$ cat src/rtl/fwd_ctrl.sv
// fwd_ctrl: EX/MEM forwarding-select and load-use stall controller for one issue slot.
// Define FWD_WB_BYPASS_EN to forward MEM-stage results (select 2) instead of stalling on them.
module fwd_ctrl #(
   parameter int AWIDTH = 5,
   parameter int CWIDTH = 16
) (
   input  logic              i_clk,
   input  logic              i_rst,
   input  logic              i_valid,
   output logic              o_ready,
   input  logic [AWIDTH-1:0] i_rs,
   input  logic [AWIDTH-1:0] i_rt,
   input  logic [AWIDTH-1:0] i_rd,
   input  logic              i_reg_write,
   input  logic              i_is_load,
   input  logic              i_flush,
   output logic [1:0]        o_fwd_a,
   output logic [1:0]        o_fwd_b,
   output logic              o_ex_valid,
   output logic [CWIDTH-1:0] o_stall_cnt
);
   typedef enum logic {RUN, STALL} state_t;
   state_t state_q, state_d;
   logic e_valid_q, e_valid_d, e_wr_q, e_wr_d, e_load_q, e_load_d;
   logic m_valid_q, m_valid_d, m_wr_q, m_wr_d;
   logic [AWIDTH-1:0] e_dest_q, e_dest_d, m_dest_q, m_dest_d;
   logic [1:0] fwd_a_q, fwd_a_d, fwd_b_q, fwd_b_d;
   logic ex_valid_q, ex_valid_d;
   logic [CWIDTH-1:0] cnt_q, cnt_d;
   logic a_e, b_e, a_m, b_m, hazard, m_block, accept, stall;
   logic [1:0] sel_a, sel_b;

   function automatic logic live(input logic v, input logic w,
                                 input logic [AWIDTH-1:0] d, input logic [AWIDTH-1:0] s);
      return v & w & (d == s) & (s != '0);
   endfunction

   assign a_e = live(e_valid_q, e_wr_q, e_dest_q, i_rs);
   assign b_e = live(e_valid_q, e_wr_q, e_dest_q, i_rt);
   assign a_m = live(m_valid_q, m_wr_q, m_dest_q, i_rs);
   assign b_m = live(m_valid_q, m_wr_q, m_dest_q, i_rt);
   assign hazard = e_load_q & (a_e | b_e);

`ifdef FWD_WB_BYPASS_EN
   assign m_block = 1'b0;
   assign sel_a = a_e ? 2'd1 : (a_m ? 2'd2 : 2'd0);
   assign sel_b = b_e ? 2'd1 : (b_m ? 2'd2 : 2'd0);
`else
   // MEM results are not forwarded: wait until the producer has written back.
   assign m_block = a_m | b_m;
   assign sel_a = a_e ? 2'd1 : 2'd0;
   assign sel_b = b_e ? 2'd1 : 2'd0;
`endif

   assign o_ready = ~hazard & ~m_block & ~i_flush;
   assign accept  = i_valid & o_ready;
   assign stall   = i_valid & ~i_flush & ~o_ready;

   always_comb begin
      state_d = state_q;
      case (state_q)
         RUN:     state_d = stall ? STALL : RUN;
         STALL:   state_d = stall ? STALL : RUN;
         default: state_d = RUN;
      endcase
      e_valid_d  = accept;
      e_wr_d     = accept & i_reg_write;
      e_load_d   = accept & i_is_load;
      e_dest_d   = accept ? i_rd : '0;
      // A flush squashes EX before it shifts, so MEM receives a bubble.
      m_valid_d  = e_valid_q & ~i_flush;
      m_wr_d     = e_wr_q;
      m_dest_d   = e_dest_q;
      fwd_a_d    = accept ? sel_a : 2'd0;
      fwd_b_d    = accept ? sel_b : 2'd0;
      ex_valid_d = accept;
      cnt_d      = (stall & ~&cnt_q) ? cnt_q + CWIDTH'(1) : cnt_q;
   end

   always_ff @(posedge i_clk or negedge i_rst) begin
      if (!i_rst) begin
         state_q    <= RUN;
         e_valid_q  <= 1'b0;
         e_wr_q     <= 1'b0;
         e_load_q   <= 1'b0;
         e_dest_q   <= '0;
         m_valid_q  <= 1'b0;
         m_wr_q     <= 1'b0;
         m_dest_q   <= '0;
         fwd_a_q    <= 2'd0;
         fwd_b_q    <= 2'd0;
         ex_valid_q <= 1'b0;
         cnt_q      <= '0;
      end else begin
         state_q    <= state_d;
         e_valid_q  <= e_valid_d;
         e_wr_q     <= e_wr_d;
         e_load_q   <= e_load_d;
         e_dest_q   <= e_dest_d;
         m_valid_q  <= m_valid_d;
         m_wr_q     <= m_wr_d;
         m_dest_q   <= m_dest_d;
         fwd_a_q    <= fwd_a_d;
         fwd_b_q    <= fwd_b_d;
         ex_valid_q <= ex_valid_d;
         cnt_q      <= cnt_d;
      end
   end

   assign o_fwd_a     = fwd_a_q;
   assign o_fwd_b     = fwd_b_q;
   assign o_ex_valid  = ex_valid_q;
   assign o_stall_cnt = cnt_q;
endmodule

$ cat config.mk
export PLATFORM = sky130hd
export DESIGN_NAME = fwd_ctrl
export DESIGN_NICKNAME = d
export VERILOG_FILES = /design/src/rtl/fwd_ctrl.sv
export SDC_FILE = /design/constraint.sdc
export NUM_CORES = 1
export LEC_CHECK = 0
export ABC_AREA = 1
export CAP_MARGIN = 5
export CORE_MARGIN = 2
export CORE_UTILIZATION = 50
export DETAILED_ROUTE_END_ITERATION = 8
export PLACE_DENSITY_LB_ADDON = 0.12
export SETUP_SLACK_MARGIN = 0.1
export SLEW_MARGIN = 10
export SYNTH_ARGS = -nofsm -noshare
export SYNTH_HDL_FRONTEND = slang
export SYNTH_SLANG_ARGS = --single-unit
$ cat constraint.sdc
create_clock -name i_clk -period 3.7 [get_ports i_clk]
set_clock_uncertainty 0.2 [all_clocks]
set_input_delay 0.74 -clock i_clk [delete_from_list [all_inputs] [get_ports i_clk]]
set_output_delay 0.74 -clock i_clk [all_outputs]
set_load 0.01 [all_outputs]
==> results_dict.tcl, run 1 <==
set metrics [dict create \
    antenna_found_initial 0 \
    pwr-share-clk_pct 25.5 \
    critPathMaxStageDelay_ns 0.52 \
    start_util_pct 52.8 \
    end_kind "output port" \
    drc 0 \
    dpl.hpwl_um 2960 \
    antenna_cells 0 \
    die_width_um 66.9 \
    grtUsageTotal_pct 21.3 \
    p_leak_nw 1.28 \
    io_pins 43 \
    drt_wl_total_um 4120 \
    final.setup.tns_ns 0 \
    gp_congestion 0.811 \
    root_buffer "clkbuf_8" \
    synth.avg_cell_area_um2 7.46 \
    cts_setup_buffers 0 \
    cts.path.max_buffers 2 \
    clk_pin_slew_ns 0.06 \
    synth_seq_area_share_pct 41.7 \
    clock_latency_ns 0.28 \
    fin_crit_sh_pct 93.9 \
    syn2layout_area_growth_pct 26.6 \
    coreArea_mm2 0.00374 \
    min_period_ns 3.47 \
    cts_sinks 33 \
    yosysWarnings 0 \
    ant_nets 0 \
    p_total_mw 1.06 \
    drive_above_1_share_pct 7.10 \
    setup_violations 0 \
    peakVddDrop_mv 0.347 \
    cts_hold_buf 0 \
    power_density_mw_per_mm2 423 \
    crit_fanout 4 \
    cp_top_family "buffers and inverters" \
    num-fill-cells 342 \
    seq_power_share_pct 42.9 \
    synthesis.area_mm2 0.00198 \
    critPathArrivalTime_ns 2.53 \
    htree_levels 2 \
    required_ns 2.76 \
    cp_cell_sequence "clkdlybuf4s50_1 > or2_0 > nor2_1 > nor2_1 > nand2_1 > nand2_1 > nand2_2 > nand3_4 > inv_1 > clkdlybuf4s50_1" \
    grt_pass1_vias 1637 \
    viasPerCell 4.83 \
    p_switching_mw 0.351 \
    hold_violations 0 \
    numCtsBuffers 5 \
    switching_share_pct 33.2 \
    pre_cts_slack_ns 0.219 \
    p_int_mw 0.709 \
    cts_tree "yes" \
    floorplan.die_area_mm2 0.00448 \
    comb_power_share_pct 31.6 \
    critPathLaunchType "primary input" \
    drt_iter0_markers 149 \
    fmax_mhz 288 \
    synth_cells 265 \
    drv_slew 0 \
    rsz0062_at_grt "false" \
    hold_class "reg -> reg" \
    grt_max_degree 34 \
    cp_slowest_cell "clkdlybuf4s50_1" \
    std_cell_rows 22 \
    grt_pass1_wl_um 7130 \
    post_cts_resized 0 \
    nets 332 \
    cp_num_buf_inv 3 \
    path_class "in -> out" \
    cap_violations 0 \
    postSynthRegisterBits 33 \
    vias 1729 \
    status "completed" \
    synthDistinctLibCells 26 \
    port_buffers 40 \
    wl_per_cell_um 11.5 \
    setup_ws_ns 0.227 \
    overflow 0 \
    first_pass_iters 4 \
    die_y_um 66.9 \
]
[placed cells by master (no fill, tap or decap), types with 3 or more instances in the layout]
cell	synthesis	layout
nand2_1	85	85
inv_1	41	41
clkdlybuf4s50_1	0	40
dfrtp_1	33	33
nor2_1	29	29
nand4_1	23	23
xor2_1	10	10
xnor2_1	10	10
nand3_1	7	7
clkbuf_8	0	6
nor2_2	4	4
buf_4	2	3
[final timing paths]
| check | startpoint | to | slack (ns) | cells after the start |
|---|---|---|---|---|
| hold reg to reg | e_wr_q | m_wr_q | 0.18 | 0 |
| max in group asynchronous | i_rst | o_stall_cnt[15] | 2.33 | 2 |
| min in group asynchronous | i_rst | m_dest_q[1] | 0.67 | 2 |
| hold / removal | e_wr_q | m_wr_q | 0.18 | 0 |
| setup / recovery | i_rs[0] | o_ready | 0.23 | 10 |
| setup reg to reg | o_stall_cnt[0] | o_stall_cnt[11] | 1.40 | 9 |
[cell usage after synthesis]
cell / n / share of area [%]
a21oi_1: 1 / 0.25
buf_2: 2 / 0.51
buf_4: 2 / 0.76
buf_6: 2 / 1.1
conb_1: 1 / 0.19
dfrtp_1: 33 / 42
ha_1: 1 / 0.63
inv_1: 41 / 7.8
inv_4: 1 / 0.32
nand2_1: 85 / 16
nand2_2: 2 / 0.63
nand2_4: 1 / 0.57
nand3_1: 7 / 1.8
nand3_2: 1 / 0.51
nand3_4: 1 / 0.89
nand3b_1: 2 / 0.76
nand4_1: 23 / 7.3
nand4_2: 1 / 0.63
nor2_1: 29 / 5.5
nor2_2: 4 / 1.3
nor2_4: 1 / 0.57
nor3_1: 2 / 0.51
nor3_2: 1 / 0.51
or2_0: 1 / 0.32
xnor2_1: 10 / 4.4
xor2_1: 10 / 4.4
[state kept, by name (all words and copies together), names as in the netlist]
signal       cells
o_fwd_a          1
m_valid_q        1
o_stall_cnt     16
o_fwd_b          1
m_wr_q           1
e_dest_q         5
m_dest_q         5
e_wr_q           1
e_load_q         1
e_valid_q        1
[logic make-up after synthesis]
logic type	share of synthesized area, %
and+or+nand+nor	37.8
buffers and inverters	10.5
DFF	41.7
xor gates and xnor gates	8.85
AOI/OAI and AO/OA	0.253
adders and majority gates	0.632
other	0.190
[power by group through the flow]
| stage | registers, mW | clock network (mW) | logic (mW) |
|---|---|---|---|
| 2_1_floorplan | 0.467 | 0 | 0.187 |
| 3_5_place_dp | 0.461 | 0 | 0.332 |
| 4_1_cts | 0.454 | 0.275 | 0.336 |
| 5_1_grt | 0.462 | 0.294 | 0.374 |
| 6_report | 0.455 | 0.270 | 0.335 |
| 3_3_place_gp | 0.461 | 0 | 0.331 |
[final cells by class]
type	instances	area, µm²	area share (%)
inverters	42	160	6.40
repair buffers	43	423	16.9
clock buffers	7	86.3	3.45
flip-flops and latches	33	826	33.0
well taps	48	60.1	2.40
multi-input cells	185	948	37.9
[metal layers]
| layer | wire length, µm | vias to the layer above | track usage, % |
|---|---|---|---|
| li1 | - | 904 | - |
| met1 | 2090 | 771 | 29.4 |
| met2 | 1770 | 46 | 33.3 |
| met3 | 195 | 8 | 3.55 |
| met4 | 68 | 0 | 8.42 |
| met5 | 0 | - | 0 |
[stage by stage]
stage               area (µm²)  hold WS, ns  std cells  utilization, %
floorplan                 1980        0.154        266               -
global placement          2420        0.162        351            64.6
detailed placement        2420        0.179        351            64.6
CTS                       2500        0.191        358            66.9
global route              2500        0.206        358            66.9
finish                    2500        0.183        358            66.9
(Power assumes the default switching activity.)
==> run 2, diff against run 1 <==
Settings changed: REMOVE_ABC_BUFFERS set to 1.
==> results_dict.tcl, run 2 (synthesis gave the netlist of run 1 again) <==
set metrics [dict create \
    cts_setup_buffers 0 \
    antenna_found_initial 0 \
    drt_iter0_markers 136 \
    cts_tree "yes" \
    grt_pass1_vias 1685 \
    post_cts_resized 0 \
    setup_violations 0 \
    coreArea_mm2 0.00374 \
    layout_common_cells "85 x nand2_1, 41 x inv_1, 38 x clkdlybuf4s50_1" \
    numCtsBuffers 5 \
    viasPerCell 4.74 \
    final.setup.tns_ns 0 \
    root_buffer "clkbuf_8" \
    std_cell_rows 22 \
    min_period_ns 3.44 \
    cp_slowest_cell "clkdlybuf4s50_1" \
    start_util_pct 52.8 \
    path_class "in -> out" \
    fmax_mhz 291 \
    wl_per_cell_um 11.5 \
    rr_worst_depth 9 \
    min_to "m_wr_q" \
    holdPathStages 0 \
    syn2layout_area_growth_pct 27.7 \
    grt_max_degree 34 \
    io_pins 43 \
    rr_endpoint "o_stall_cnt[15]" \
    first_pass_iters 5 \
    final_cells 359 \
    p_total_mw 1.09 \
    grt_pass1_wl_um 7370 \
    end_kind "output port" \
    hold_class "reg -> reg" \
    numPlacedInstances 351 \
    port_buffers 40 \
    rsz0062_at_grt "false" \
    clock_latency_ns 0.29 \
    dpl.hpwl_um 2930 \
    power_density_mw_per_mm2 431 \
    status "completed" \
    gp_congestion 0.855 \
    critPathLaunchType "primary input" \
    cp_cell_sequence "clkdlybuf4s50_1 > nand3b_1 > nor2_2 > nor2_1 > nand2_1 > nand2_1 > nand2_2 > nand3_4 > inv_1 > clkdlybuf4s50_1" \
    drive_above_1_share_pct 8.04 \
    min_from "e_wr_q" \
    cts_sinks 33 \
    ant_nets 0 \
    cts.path.max_buffers 2 \
    critPathArrivalTime_ns 2.50 \
    required_ns 2.76 \
    final_common_cell "nand2_1" \
    die_y_um 66.9 \
    largest_reg_flops 16 \
    cap_violations 0 \
    hold_violations 0 \
    peakVddDrop_mv 0.315 \
    overflow 0 \
    drt_wl_total_um 4140 \
    cts_hold_buf 0 \
    floorplan.die_area_mm2 0.00448 \
    drv_slew 0 \
    clk_pin_slew_ns 0.06 \
    r2r_slack_ns 1.45 \
    htree_levels 2 \
    crit_fanout 3 \
    p_leak_nw 1.31 \
    whs_ns 0.172 \
    antenna_cells 0 \
    vias 1703 \
    grtUsageTotal_pct 22.1 \
    fin_crit_sh_pct 92.9 \
    nets 332 \
    die_width_um 66.9 \
    drc 0 \
    critPathMaxStageDelay_ns 0.52 \
    r2r_start "o_stall_cnt[0]" \
]
[run 2: how the worst max path moves through the flow]
| stage | start | end | slack, ns |
|---|---|---|---|
| 6_report | i_rs[4] | o_ready | 0.26 |
| 5_1_grt | i_rt[1] | o_ready | 0.11 |
| 4_1_cts | i_rs[0] | o_ready | 0.22 |
| 3_5_place_dp | i_rs[0] | o_ready | 0.23 |
| 3_3_place_gp | i_rs[0] | o_ready | 0.26 |
| 2_1_floorplan | i_rs[0] | o_ready | 1.13 |
[run 2: stage by stage]
step / instance area, µm² / utilization (%) / setup WS (ns)
finish: 2530 / 67.5 / 0.264
global route: 2530 / 67.5 / 0.112
CTS: 2520 / 67.3 / 0.222
detailed placement: 2420 / 64.6 / 0.225
global placement: 2420 / 64.6 / 0.258
floorplan: 1930 / - / 1.13
[run 2: power by group]
part	total [mW]	internal (mW)	switching, mW	leakage (nW)
combinational	0.338	0.160	0.178	0.821
clock	0.297	0.168	0.129	0.0542
sequential	0.455	0.400	0.0543	0.429
total	1.09	0.728	0.361	1.31
[run 2: area by class of cell]
class                      instances  area [µm²]
sequential                        33         826
inverter                          42         160
clock buffer                       7        96.3
tap                               48        60.1
fill                             343        1220
clock inverter                     1        5.00
multi-input combinational        185         951
timing repair buffer              43         428
[run 2: routing by layer]
layer | part of all wire, % | vias to the layer above | track usage [%] | routed length, µm
met5 | 0 | - | 0 | 0
met4 | 1.4 | 0 | 9.44 | 57
met3 | 5.2 | 6 | 6.93 | 216
met2 | 44 | 44 | 32.9 | 1830
met1 | 49 | 752 | 29.6 | 2030
li1 | - | 901 | - | -
[run 2: critical path, delay by kind of cell]
| kind | cells | cell delay, ns |
|---|---|---|
| buffers and inverters | 3 | 1.04 |
| AND/OR/NAND/NOR | 7 | 0.72 |
